[src/rtl/ring_rr_arbiter_pkg.sv]
// ring_arb_pkg: shared types, default parameters and the ring-priority
// winner picker for ring_rr_arbiter.
//   first_from_ptr(req, ptr, n): one-hot winner among req[n-1:0], scanning
//   upward from the single set bit of ptr and wrapping n-1 -> 0.
package ring_arb_pkg;

  typedef enum logic {ST_IDLE = 1'b0, ST_GRANT = 1'b1} arb_state_e;

  localparam int ARB_N_DEF        = 4;
  localparam int ARB_MAX_HOLD_DEF = 8;
  // Widest requester vector the picker handles; callers zero-extend into it.
  localparam int ARB_MAX_N        = 32;

  // Rotate req so the ptr position lands at bit 0, take the lowest set bit,
  // then rotate the winner back. Bits at or above n are ignored.
  function automatic logic [ARB_MAX_N-1:0] first_from_ptr(
    input logic [ARB_MAX_N-1:0] req,
    input logic [ARB_MAX_N-1:0] ptr,
    input int                   n
  );
    logic [ARB_MAX_N-1:0] rot;
    logic [ARB_MAX_N-1:0] win;
    logic                 found;
    int                   p;
    int                   idx;
    p = 0;
    for (int i = 0; i < ARB_MAX_N; i++)
      if (i < n && ptr[i]) p = i;
    rot = '0;
    for (int i = 0; i < ARB_MAX_N; i++) begin
      idx = (i + p < n) ? i + p : i + p - n;
      if (i < n) rot[i] = req[idx];
    end
    win   = '0;
    found = 1'b0;
    for (int i = 0; i < ARB_MAX_N; i++) begin
      idx = (i + p < n) ? i + p : i + p - n;
      if (i < n && rot[i] && !found) begin
        found    = 1'b1;
        win[idx] = 1'b1;
      end
    end
    return win;
  endfunction

endpackage

[src/rtl/ring_rr_arbiter_if.sv]
// ring_rr_arbiter_if: request/grant bundle between requesters and the arbiter.
//   req     requester -> arbiter, level request per requester
//   done    requester -> arbiter, owner releases the resource
//   gnt     arbiter -> requesters, one-hot registered grant
//   gnt_id  arbiter -> requesters, binary owner index (0 when idle)
//   busy    arbiter -> requesters, a grant is outstanding
//   timeout arbiter -> requesters, one-cycle forced-revocation pulse
interface ring_rr_arbiter_if
  import ring_arb_pkg::*;
#(
  parameter int N   = ARB_N_DEF,
  parameter int IDW = $clog2(N)
);
  logic [N-1:0]   req;
  logic           done;
  logic [N-1:0]   gnt;
  logic [IDW-1:0] gnt_id;
  logic           busy;
  logic           timeout;

  modport master (output req, done, input gnt, gnt_id, busy, timeout);
  modport slave  (input req, done, output gnt, gnt_id, busy, timeout);
endinterface

[src/rtl/ring_rr_arbiter_ptr.sv]
// ring_rr_ptr: one-hot rotating-priority pointer, updated on the falling edge.
//   i_clk      clock (falling edge active)
//   i_rst_n    async active-low reset, loads bit 0
//   i_advance  load the pointer this edge
//   i_win      one-hot winner; pointer becomes winner rotated left by one
//   o_ptr      current one-hot pointer
module ring_rr_ptr #(
  parameter int N = 4
) (
  input  logic         i_clk,
  input  logic         i_rst_n,
  input  logic         i_advance,
  input  logic [N-1:0] i_win,
  output logic [N-1:0] o_ptr
);
  logic [N-1:0] r_ptr;

  // i_win is one-hot whenever i_advance is set, so the ring stays one-hot.
  always_ff @(negedge i_clk or negedge i_rst_n) begin
    if (!i_rst_n)       r_ptr <= N'(1);
    else if (i_advance) r_ptr <= {i_win[N-2:0], i_win[N-1]};
  end

  assign o_ptr = r_ptr;
endmodule

[src/rtl/ring_rr_arbiter.sv]
// ring_rr_arbiter: round-robin arbiter with one-hot ring pointer and optional
// hold timeout. All state moves on the falling edge of clk.
//   clk   clock (falling edge active)
//   ORI   async active-low reset
//   bus   slave side of ring_rr_arbiter_if (req/done in, gnt/gnt_id/busy/timeout out)
// N must not exceed ARB_MAX_N. MAX_HOLD = 0 disables the timeout.
module ring_rr_arbiter
  import ring_arb_pkg::*;
#(
  parameter int N        = ARB_N_DEF,
  parameter int MAX_HOLD = ARB_MAX_HOLD_DEF,
  parameter int IDW      = $clog2(N)
) (
  input logic              clk,
  input logic              ORI,
  ring_rr_arbiter_if.slave bus
);
  localparam int HCW = (MAX_HOLD > 0) ? $clog2(MAX_HOLD + 1) : 1;

  arb_state_e     r_state, w_state_nxt;
  logic [N-1:0]   r_gnt, w_gnt_nxt;
  logic [HCW-1:0] r_hold, w_hold_nxt;
  logic           r_timeout, w_timeout_nxt;
  logic [N-1:0]   w_ptr;
  logic [N-1:0]   w_win;
  logic           w_adv;
  logic           w_owner_req;
  logic           w_hold_max;
  logic [IDW-1:0] w_gnt_id;

  ring_rr_ptr #(.N(N)) u_ptr (
    .i_clk     (clk),
    .i_rst_n   (ORI),
    .i_advance (w_adv),
    .i_win     (w_win),
    .o_ptr     (w_ptr)
  );

  assign w_win       = N'(first_from_ptr(ARB_MAX_N'(bus.req), ARB_MAX_N'(w_ptr), N));
  assign w_owner_req = |(bus.req & r_gnt);
  assign w_hold_max  = (MAX_HOLD != 0) && (r_hold == HCW'(MAX_HOLD));

  always_comb begin
    w_state_nxt   = r_state;
    w_gnt_nxt     = r_gnt;
    w_hold_nxt    = r_hold;
    w_timeout_nxt = 1'b0;
    w_adv         = 1'b0;
    case (r_state)
      ST_IDLE: begin
        if (|bus.req) begin
          w_state_nxt = ST_GRANT;
          w_gnt_nxt   = w_win;
          w_hold_nxt  = HCW'(1);
          w_adv       = 1'b1;
        end
      end
      ST_GRANT: begin
        if (bus.done || !w_owner_req || w_hold_max) begin
          w_state_nxt   = ST_IDLE;
          w_gnt_nxt     = '0;
          w_hold_nxt    = '0;
          // Only flag revocation when the limit alone ended the grant.
          w_timeout_nxt = w_hold_max && !bus.done && w_owner_req;
        end else if (MAX_HOLD != 0) begin
          // Below the limit here, so incrementing cannot pass MAX_HOLD.
          w_hold_nxt = r_hold + 1'b1;
        end
      end
      default: w_state_nxt = ST_IDLE;
    endcase
  end

  always_ff @(negedge clk or negedge ORI) begin
    if (!ORI) begin
      r_state   <= ST_IDLE;
      r_gnt     <= '0;
      r_hold    <= '0;
      r_timeout <= 1'b0;
    end else begin
      r_state   <= w_state_nxt;
      r_gnt     <= w_gnt_nxt;
      r_hold    <= w_hold_nxt;
      r_timeout <= w_timeout_nxt;
    end
  end

  // gnt is one-hot or zero, so OR-ing indices gives the owner (0 when idle).
  always_comb begin
    w_gnt_id = '0;
    for (int k = 0; k < N; k++)
      if (r_gnt[k]) w_gnt_id = w_gnt_id | IDW'(k);
  end

  assign bus.gnt     = r_gnt;
  assign bus.gnt_id  = w_gnt_id;
  assign bus.busy    = (r_state == ST_GRANT);
  assign bus.timeout = r_timeout;
endmodule

[src/flat_wrapper.sv]
// flat-port wrapper written by rule: the top's interface ports become plain ports
module ring_rr_arbiter_flat import ring_arb_pkg::*;
#(
  parameter int N        = ARB_N_DEF,
  parameter int MAX_HOLD = ARB_MAX_HOLD_DEF,
  parameter int IDW      = $clog2(N)
)
  (clk, ORI, bus_req, bus_done, bus_gnt, bus_gnt_id, bus_busy, bus_timeout);
  ring_rr_arbiter_if #(.N(N), .IDW(IDW)) bus_i ();
  input logic clk;
  input logic ORI;
  input wire logic [$bits(bus_i.req)-1:0] bus_req;
  input wire logic [$bits(bus_i.done)-1:0] bus_done;
  output wire logic [$bits(bus_i.gnt)-1:0] bus_gnt;
  output wire logic [$bits(bus_i.gnt_id)-1:0] bus_gnt_id;
  output wire logic [$bits(bus_i.busy)-1:0] bus_busy;
  output wire logic [$bits(bus_i.timeout)-1:0] bus_timeout;
  assign bus_i.req = bus_req;
  assign bus_i.done = bus_done;
  assign bus_gnt = bus_i.gnt;
  assign bus_gnt_id = bus_i.gnt_id;
  assign bus_busy = bus_i.busy;
  assign bus_timeout = bus_i.timeout;
  ring_rr_arbiter #(.N(N), .MAX_HOLD(MAX_HOLD), .IDW(IDW)) u_core (.clk(clk), .ORI(ORI), .bus(bus_i));
endmodule
[config.mk]
export PLATFORM = sky130hd
export DESIGN_NAME = ring_rr_arbiter_flat
export DESIGN_NICKNAME = d
export VERILOG_FILES = /design/src/rtl/ring_rr_arbiter_pkg.sv /design/src/rtl/ring_rr_arbiter_if.sv /design/src/rtl/ring_rr_arbiter_ptr.sv /design/src/rtl/ring_rr_arbiter.sv /design/src/flat_wrapper.sv
export SDC_FILE = /design/constraint.sdc
export NUM_CORES = 1
export LEC_CHECK = 0
export BUFFER_PORTS_ARGS = -buffer_cell sky130_fd_sc_hd__buf_2
export CAP_MARGIN = 0
export CORE_UTILIZATION = 40
export CTS_CLUSTER_DIAMETER = 30
export DETAILED_ROUTE_END_ITERATION = 8
export GPL_TIMING_DRIVEN = 0
export PLACE_DENSITY = 0.58
export RECOVER_POWER = 100
export SYNTH_ARGS = -nofsm -noshare
export SYNTH_HDL_FRONTEND = slang
export SYNTH_SLANG_ARGS = --single-unit
[constraint.sdc]
create_clock -name clk -period 2.9 [get_ports clk]
set_input_delay 0.29 -clock clk [delete_from_list [all_inputs] [get_ports clk]]
set_output_delay 0.29 -clock clk [all_outputs]
set_load 0.01 [all_outputs]
Yosys cells after proc, flatten, opt, wreduce, memory -nomap -nowiden
Index checks and enable logic that the tools add are counted.
{"block": "totals", "reg_bits": 14, "in_bits": 7, "output_inout_bits": 8, "word_cells": 101}
{"block": "classes", "n_addsub": 8, "n_lt_le_gt_ge": 12, "eq_ne": 3, "n_mux": 49, "bitwise": 5, "reduce_logical": 19}
{"cell": "$mux 32", "n": 6}
{"cell": "$ge 32x1->1 const B", "n": 4}
{"cell": "$lt 32x4->1 const B", "n": 4}
{"cell": "$lt 32x7->1 const B", "n": 4}
{"cell": "$sub 32x4->32 const B", "n": 4}
{"cell": "$add 3x32->32 const A", "n": 2}
{"cell": "$add 2x32->32 const A", "n": 1}
{"cell": "$mux 4", "n": 8}
{"cell": "$mux 1", "n": 22}
{"cell": "$bmux 1 s5", "n": 4}
{"cell": "$demux 1 s5", "n": 4}
{"cell": "$pmux 4 s2", "n": 2}
{"cell": "$or 4x4->4", "n": 3}
{"cell": "$logic_and 1x1->1", "n": 9}
{"cell": "$reduce_or 4->1", "n": 2}
{"cell": "$logic_not 1->1", "n": 5}
{"cell": "$add 4x1->4 const B", "n": 1}
{"cell": "$and 4x4->4", "n": 1}
{"cell": "$eq 4x4->1 const B", "n": 1}
{"cell": "$mux 2", "n": 2}
{"cell": "$logic_or 1x1->1", "n": 2}
{"cell": "$ne 2x1->1 const B", "n": 1}
{"cell": "$ne 2x2->1 const B", "n": 1}
{"cell": "$pmux 1 s2", "n": 1}
{"cell": "2 further kinds", "n": 2}

Logic depth before layout (Yosys ltp)
Gate-level depths: netlist of run 1.
{"block": "logic_depth", "depth_word": 20, "depth_mapped": 10, "depth_no_buf": 9}

Cells and area by module
From an unflattened synthesis of run 1, not the netlist that was laid out.
{"block": "unflattened", "hier_cells": 118, "hier_area_um2": 1088.5}
{"mod": "ring_rr_arbiter", "n_inst": 1, "cells_per_inst": 109, "area_each_um2": 938.4, "seq_area_each_um2": 250.2}
{"mod": "ring_rr_ptr", "n_inst": 1, "cells_per_inst": 9, "area_each_um2": 150.1, "seq_area_each_um2": 101.3}

==> results of run 1 <==
==> routing by layer <==
metal | track usage (%) | wire length, microns | vias up
met5 | 0 | 0 | -
met4 | 6.14 | 0 | 0
met3 | 3.11 | 84 | 0
met1 | 24.3 | 1210 | 442
met2 | 29.2 | 1100 | 21
li1 | - | - | 471
==> path summary, 6_finish.rpt <==
kind                                                    from                             to  slack [ns]
hold reg to reg                 u_core.r_hold[2]$_DFFE_NN0P_   u_core.r_hold[2]$_DFFE_NN0P_        0.46
max in group asynchronous                                ORI   u_core.r_hold[1]$_DFFE_NN0P_        1.06
setup reg to reg           u_core.u_ptr.o_ptr[1]$_DFFE_NN0P_  u_core.bus.gnt[0]$_DFFE_NN0P_        0.23
setup / recovery               u_core.bus.gnt[3]$_DFFE_NN0P_                  bus_gnt_id[0]        0.06
hold / removal                  u_core.r_hold[2]$_DFFE_NN0P_   u_core.r_hold[2]$_DFFE_NN0P_        0.46
min in group asynchronous                                ORI   u_core.bus.timeout$_DFF_NN0_        1.37
==> power groups by stage <==
stage                     Combinational [mW]  Clock (mW)  Sequential [mW]
after floorplan                        0.569           0            0.294
after global placement                 0.720           0            0.304
after detailed placement               0.729           0            0.305
after CTS                              0.744       0.114            0.301
after global routing                   0.832       0.125            0.311
final                                  0.753       0.112            0.302
==> cell usage in the layout (no fill, tap or decap), drive strengths merged, types with 3 or more instances in the layout <==
master	n
buf	14
a21oi	6
a22oi	4
o211ai	3
dfrtn	13
clkbuf	9
nor2	6
o21ai	7
o221ai	3
or2	5
and3	3
nand2	4
mux2i	3
nand3	7
inv	9
nor3b	3
ha	8
nor2b	3
==> logic make-up (layout without fill, tap and decap cells) <==
| family | Yosys count | after routing | share of synthesized area (%) |
|---|---|---|---|
| mux | 4 | 4 | 3.89 |
| fa+ha+maj | 8 | 8 | 9.42 |
| buf+inv | 17 | 32 | 7.77 |
| compound gates | 36 | 36 | 24.1 |
| xor+xnor | 1 | 1 | 0.825 |
| flops | 13 | 13 | 30.6 |
| simple gates | 42 | 42 | 23.3 |
==> sequential cells by signal, indices dropped and copies added, names as in the netlist <==
register / count
u_core.bus.busy: 1
u_core.u_ptr.o_ptr: 3
u_core.bus.timeout: 1
u_core.bus.gnt: 4
u_core.r_hold: 4
==> final cells by class <==
type | instances | area, sq um | share of cell area, %
flip-flops and latches | 13 | 325 | 26.4
plain buffers | 8 | 63.8 | 5.18
clock buffers | 4 | 26.3 | 2.13
multi-input cells | 91 | 689 | 55.9
inverters | 9 | 33.8 | 2.74
well taps | 30 | 37.5 | 3.05
repair buffers | 11 | 56.3 | 4.57
==> timing repair <==
action                                  CTS  global route
pin swaps                                 1             0
gates resized for setup                   0             1
setup buffers                             1             0
endpoints found under the setup margin    1             4
gates cloned                              0             0
==> through the flow <==
stage	total power, mW	util (%)
5_1_grt	1.27	49.3
2_1_floorplan	0.863	-
6_report	1.17	49.3
3_5_place_dp	1.03	47.7
4_1_cts	1.16	49.1
3_3_place_gp	1.02	47.7
==> worst max-delay path, cell delays in order, from the launching register on <==
cell	delay (ns)
dfrtn_1	0.39
or2_2	0.30
buf_2	0.14
==> flow_metrics.tcl, run 1 <==
set metrics [dict create \
    fin_cells 166 \
    vias 934 \
    clock_latency_ns 0.27 \
    synth_area_leaders "dfrtn_1, ha_1, nand3_1" \
    fin_ws_ns 0.0587 \
    required_ns 2.61 \
    synthCells 121 \
    grtUsageTotal_pct 18.1 \
    cts_buffer_depth 2 \
    dp_cells 161 \
    wl_per_cell_microns 14.4 \
    p_comb_share_pct 64.5 \
    dpl.hpwl_microns 1800 \
    worstHoldPathCells 1 \
    clockPowerShare_pct 9.6 \
    nNetsFinal 152 \
    design_area_sq_mm 0.00123 \
    place.port_buffers 10 \
    fp.coreArea_sq_mm 0.00250 \
    holdCritPathClass "flop to flop" \
    p_switching_mw 0.549 \
    die_w_microns 53.5 \
    syn_nets 136 \
    drc_errors 0 \
    holdBufCountCts 0 \
    yosys.cell_count.top_type "dfrtn_1" \
    vias_per_cell 5.63 \
    n_antenna_cell 0 \
    finalWeightedCongestion 0.846 \
    endpoint_kind "output port" \
    fill_cells 243 \
    grt_max_degree 14 \
    slew_headroom_pct 52.8 \
    r2r_cells 8 \
    layout-drive-gt1-share_pct 25.7 \
    grt_pass1_wl_microns 3800 \
    rsz0062_at_grt "true" \
    drtPass1Iterations 4 \
    antenna_found_initial 0 \
    async_reset_ff_share_pct 100 \
    wirelength_microns 2390 \
    ys_seq_area_share_pct 30.6 \
    worstPathArrival_ns 2.55 \
    top_level_ports 15 \
    setup_viol 0 \
    start_util_pct 42.5 \
    slew_violations 0 \
    cts.sinks 13 \
    syn_area_sq_mm 0.00106 \
    holdWs_ns 0.459 \
    cts_tree "done" \
    grt_pass1_vias 842 \
    grt-ovfl-total 0 \
    finalSetupTns_ns 0 \
    pre_cts_ws_ns -0.291 \
    place_area_sq_mm 0.00119 \
    synth_top_area_share_pct 30.6 \
    critPathLaunchType "flop" \
    tightest_slew_ns 0.707 \
    critPathKind "flop to output port" \
    netlist_top_cells_count "dfrtn_1, ha_1, inv_1" \
    yosysWarningCount 0 \
    ys_ff_latch 13 \
    timing.max_cap.violations 0 \
    synth-edff-count 0 \
    fin_skew_ns 0.000273 \
    ant_nets 0 \
    syn_avg_cell_area_sq_um 8.78 \
    status "completed" \
    synth-main-ff-cell "dfrtn_1" \
    rows 18 \
    yosysTopAreaCell "dfrtn_1" \
    dieArea_sq_mm 0.00287 \
    die_h_microns 53.5 \
    power_switching_share_pct 47.0 \
    p_leak_nw 0.559 \
    area_growth_pct 16.0 \
    drtIter0Drc 25 \
    p_seq_share_pct 25.9 \
    cts_root_buf "clkbuf_4" \
    numCtsBuffers 3 \
    cts-htree-levels 1 \
    clk_pin_slew_ns 0.06 \
    synth_cell_types 45 \
    path_max_fanout 5 \
    powerDensity_mw_per_mm2 947 \
    hold_viol_final 0 \
    ir_drop_uv 537 \
    intPower_mw 0.618 \
]
No activity file was read; power rests on OpenSTA's default activity.
==> run 2: changes to the inputs <==
--- a/config.mk
+++ b/config.mk
@@ -7,11 +7,12 @@
 export LEC_CHECK = 0
 export BUFFER_PORTS_ARGS = -buffer_cell sky130_fd_sc_hd__buf_2
 export CAP_MARGIN = 0
-export CORE_UTILIZATION = 40
+export CORE_ASPECT_RATIO = 0.75
+export CORE_UTILIZATION = 56
 export CTS_CLUSTER_DIAMETER = 30
 export DETAILED_ROUTE_END_ITERATION = 8
 export GPL_TIMING_DRIVEN = 0
-export PLACE_DENSITY = 0.58
+export PLACE_DENSITY = 0.77
 export RECOVER_POWER = 100
 export SYNTH_ARGS = -nofsm -noshare
 export SYNTH_HDL_FRONTEND = slang
==> run 2 against run 1 <==
Net effect:
- clock power rose by 4%
- power up 2.1%
- worst hold slack got worse by 0.0066 ns
- clock-buffer cell count fell by 1
- routed wire length is 12% higher
- critical path type unchanged
- first-iteration DRC count rose to 3.2 times the previous value
- largest cell class unchanged
- die area fell by 28%
==> flow_metrics.tcl, run 2 (synthesis gave the netlist of run 1 again) <==
set metrics [dict create \
    status "completed" \
    fin_skew_ns 0.00420 \
    multi_input_area_sq_um 683 \
    mostFrequentLayoutCells "dfrtn_1, inv_1, clkbuf_1, ha_1, nand3_1" \
    holdBufCountCts 0 \
    vias_per_cell 6.40 \
    clock_latency_ns 0.29 \
    drtPass1Iterations 4 \
    timing.max_cap.violations 0 \
    cts_root_buf "clkbuf_4" \
    wl_per_cell_microns 16.8 \
    grt-ovfl-total 0 \
    powerDensity_mw_per_mm2 978 \
    ir_drop_uv 629 \
    drtIter0Drc 79 \
    fin_ws_ns 0.0113 \
    vias 1018 \
    slew_violations 0 \
    final_common_cell "dfrtn_1" \
    grt_pass1_wl_microns 4050 \
    finalWeightedCongestion 0.868 \
    area_growth_pct 14.7 \
    ant_nets 0 \
    required_ns 2.61 \
    p_leak_nw 0.548 \
    dieArea_sq_mm 0.00208 \
    endpoint_kind "output port" \
    start_util_pct 60.5 \
    wirelength_microns 2670 \
    rows 13 \
    clk_pin_slew_ns 0.06 \
    hold_viol_final 0 \
    pre_cts_ws_ns -0.263 \
    grt_pass1_vias 876 \
    layout-drive-gt1-share_pct 22.6 \
    critPathLaunchType "flop" \
    path_max_fanout 5 \
    layout.area.seq_sq_um 325 \
    fin_cells 159 \
    design_area_sq_mm 0.00122 \
    holdWs_ns 0.452 \
    grtUsageTotal_pct 27.5 \
    cpPeakStageDelay_ns 0.41 \
    slowest_stage "dfrtn_1" \
    holdCritPathClass "flop to flop" \
    dpl.hpwl_microns 1860 \
    grt_max_degree 14 \
    nNetsFinal 153 \
    top_level_ports 15 \
    n_antenna_cell 0 \
    tightest_slew_ns 0.724 \
    cts_buffer_depth 2 \
    antenna_found_initial 0 \
    drc_errors 0 \
    setup_viol 0 \
    critPathKind "flop to output port" \
    die_h_microns 39.7 \
    worstPathArrival_ns 2.60 \
    crit_chain "or2_2 -> buf_2" \
    slew_headroom_pct 51.7 \
    cts_tree "done" \
    die_w_microns 52.3 \
    cts.sinks 13 \
    fill_cells 137 \
    dp_cells 153 \
    utilization_pct 69.4 \
    cts-htree-levels 1 \
    place.port_buffers 10 \
    fp.coreArea_sq_mm 0.00176 \
    numCtsBuffers 3 \
    place_area_sq_mm 0.00118 \
]
## run 2: cell count changes in the layout (fill, tap and decap cells not counted), sizes merged
cell / delta
buf: -4
clkbuf: +4
clkinv: +1
## run 2: path summary, 6_finish.rpt
kind | from | endpoint | slack [ns] | depth (start not counted)
hold / removal | u_core.r_hold[2]$_DFFE_NN0P_ | u_core.r_hold[2]$_DFFE_NN0P_ | 0.45 | 1
min in group asynchronous | ORI | u_core.u_ptr.o_ptr[3]$_DFFE_NN0P_ | 1.36 | 1
hold reg to reg | u_core.r_hold[2]$_DFFE_NN0P_ | u_core.r_hold[2]$_DFFE_NN0P_ | 0.45 | 1
max in group asynchronous | ORI | u_core.r_hold[2]$_DFFE_NN0P_ | 1.05 | 1
setup reg to reg | u_core.u_ptr.o_ptr[1]$_DFFE_NN0P_ | u_core.u_ptr.o_ptr[2]$_DFFE_NN0P_ | 0.27 | 8
setup / recovery | u_core.bus.gnt[3]$_DFFE_NN0P_ | bus_gnt_id[0] | 0.01 | 2
## run 2: worst max-delay path: cells and delay by family, from the launching register on
kind,cells,cell delay [ns]
buf+inv,1,0.14
simple gates,1,0.31
flops,1,0.41
## run 2: cell type report
class                   count  area share [%]
clock buffers               3            1.85
flip-flops and latches     13            26.7
multi-input cells          91            56.1
clock inverters             1           0.411
repair buffers             12            4.72
plain buffers               8            5.24
inverters                   9            2.77
well taps                  22            2.26
## run 2: power by group
group	total, mW	switching, mW	internal [mW]
clock network	0.117	0.0653	0.0512
registers	0.306	0.0655	0.240
logic	0.770	0.444	0.325
## run 2: per-layer routing
metal	track usage, %	vias to the layer above	share of wire [%]
li1	-	474	-
met1	38.1	479	47
met4	7.24	0	1.7
met3	7.75	10	7.7
met2	41.5	55	43
met5	0	-	0
## run 2: per-stage QoR
step | TNS (ns) | power (mW)
3_5_place_dp | -2.01 | 1.03
6_report | 0 | 1.19
4_1_cts | 0 | 1.15
5_1_grt | -0.0509 | 1.29
2_1_floorplan | -0.247 | 0.863
3_3_place_gp | -2.18 | 1.01
## run 2: what timing repair did
| action | CTS | global route |
|---|---|---|
| endpoints found under the hold margin | 0 | 0 |
| setup buffers | 0 | 2 |
| resized for setup | 0 | 3 |
| setup endpoints to repair | 0 | 9 |
==> run 3: changes to the inputs <==
--- a/config.mk
+++ b/config.mk
@@ -7,8 +7,10 @@
 export LEC_CHECK = 0
 export BUFFER_PORTS_ARGS = -buffer_cell sky130_fd_sc_hd__buf_2
 export CAP_MARGIN = 0
+export CELL_PAD_IN_SITES_DETAIL_PLACEMENT = 1
+export CELL_PAD_IN_SITES_GLOBAL_PLACEMENT = 1
 export CORE_ASPECT_RATIO = 0.75
-export CORE_UTILIZATION = 56
+export CORE_UTILIZATION = 42
 export CTS_CLUSTER_DIAMETER = 30
 export DETAILED_ROUTE_END_ITERATION = 8
 export GPL_TIMING_DRIVEN = 0
==> run 3 against run 2 <==
Net effect:
- power is 0.88% higher
- non-clock buffer count is 1 lower
- sequential cell count unchanged
- clock power hardly changed
- critical path depth stayed put
- worst hold slack lost 0.0088 ns
- setup slack better by 0.053 ns
- register-to-register slack lost 0.07 ns
- largest cell class unchanged
==> flow_metrics.tcl, run 3 (synthesis gave the netlist of run 1 again) <==
set metrics [dict create \
    status "completed" \
    rsz0062_at_grt "false" \
    nNetsFinal 152 \
    tightest_slew_ns 0.715 \
    die_w_microns 60.1 \
    die_h_microns 45.6 \
    p_leak_nw 0.535 \
    cts_buffer_depth 2 \
    pre_cts_ws_ns -0.337 \
    slew_violations 0 \
    final_common_cell "dfrtn_1" \
    cts_root_buf "clkbuf_4" \
    ant_nets 0 \
    endpoint_kind "output port" \
    fill_cells 290 \
    grt_max_degree 14 \
    finalSetupTns_ns 0 \
    clock_latency_ns 0.28 \
    fin_skew_ns 0.00171 \
    vias 996 \
    grt_pass1_vias 991 \
    start_util_pct 45.3 \
    drtPass1Iterations 4 \
    hold_viol_final 0 \
    setup_viol 0 \
    timing.max_cap.violations 0 \
    ir_drop_uv 360 \
    holdBufCountCts 0 \
    top_level_ports 15 \
    fin_cells 170 \
    busiest_layer "met2" \
    drc_errors 0 \
    fin_ws_ns 0.0640 \
    place_area_sq_mm 0.00120 \
    dpl.hpwl_microns 2250 \
    wl_per_cell_microns 17.3 \
    mostFrequentLayoutCells "dfrtn_1, clkbuf_1, inv_1, ha_1, nand3_1" \
    n_antenna_cell 0 \
    finalWeightedCongestion 0.750 \
    power_mw 1.20 \
    powerDensity_mw_per_mm2 976 \
    critPathKind "flop to output port" \
    drtIter0Drc 71 \
    met2_usage_pct 38.9 \
    cts.sinks 13 \
    antenna_found_initial 0 \
    required_ns 2.61 \
    dp_cells 165 \
    numCtsBuffers 3 \
    vias_per_cell 5.86 \
    utilization_pct 52.5 \
    layout-drive-gt1-share_pct 19.9 \
    holdCritPathClass "flop to flop" \
    grt-ovfl-total 0 \
    path_max_fanout 4 \
    wirelength_microns 2940 \
    slew_headroom_pct 52.3 \
    worstPathArrival_ns 2.55 \
    dieArea_sq_mm 0.00274 \
    cts_tree "done" \
    grt_pass1_wl_microns 4800 \
    grt_util_met1_pct 34.0 \
    clk_pin_slew_ns 0.06 \
    design_area_sq_mm 0.00123 \
    holdWs_ns 0.443 \
    grt_util_met3_pct 6.82 \
    area_growth_pct 16.0 \
    fp.coreArea_sq_mm 0.00235 \
    cts-htree-levels 1 \
    critPathLaunchType "flop" \
    place.port_buffers 10 \
    rows 15 \
    grtUsageTotal_pct 24.5 \
]
## run 3: worst paths after layout
path                                              startpoint                                end  slack [ns]  depth (start not counted)
min                             u_core.r_hold[2]$_DFFE_NN0P_       u_core.r_hold[2]$_DFFE_NN0P_        0.44                          1
max reg2reg                u_core.u_ptr.o_ptr[1]$_DFFE_NN0P_      u_core.bus.gnt[2]$_DFFE_NN0P_        0.20                          8
max                            u_core.bus.gnt[2]$_DFFE_NN0P_                      bus_gnt_id[1]        0.06                          2
min in group asynchronous                                ORI          u_core.bus.busy$_DFF_NN0_        1.36                          1
min reg2reg                     u_core.r_hold[2]$_DFFE_NN0P_       u_core.r_hold[2]$_DFFE_NN0P_        0.44                          1
max in group asynchronous                                ORI  u_core.u_ptr.o_ptr[2]$_DFFE_NN0P_        1.06                          1
## run 3: worst max-delay path, cell delays in order (launching register included)
cell      delay, ns
dfrtn_1        0.40
or2_2          0.29
clkbuf_2       0.13
## run 3: power breakdown
part / leakage (nW) / total [mW] / internal, mW / switching [mW]
Clock: 0.0150 / 0.114 / 0.0534 / 0.0603
Sequential: 0.169 / 0.305 / 0.240 / 0.0650
Combinational: 0.351 / 0.783 / 0.319 / 0.465
Total: 0.535 / 1.20 / 0.612 / 0.590
## run 3: area by class of cell
type	count	area, sq um	share of cell area (%)
inverter	9	33.8	2.74
clock buffer	4	26.3	2.13
sequential	13	325	26.4
timing repair buffer	11	48.8	3.96
buffer	8	63.8	5.18
multi-input combinational	91	692	56.1
tap	34	42.5	3.45
## run 3: timing repair
item,CTS,global route
buffers inserted,1,0
setup endpoints to repair,4,1
resized for setup,0,1
pin swaps,1,0
gates cloned,0,0
## run 3: layer usage
metal  wire (microns)  vias to the layer above
met1             1430                      500
met5                0                        -
li1                 -                      473
met4               13                        0
met2             1400                       21
met3              105                        2
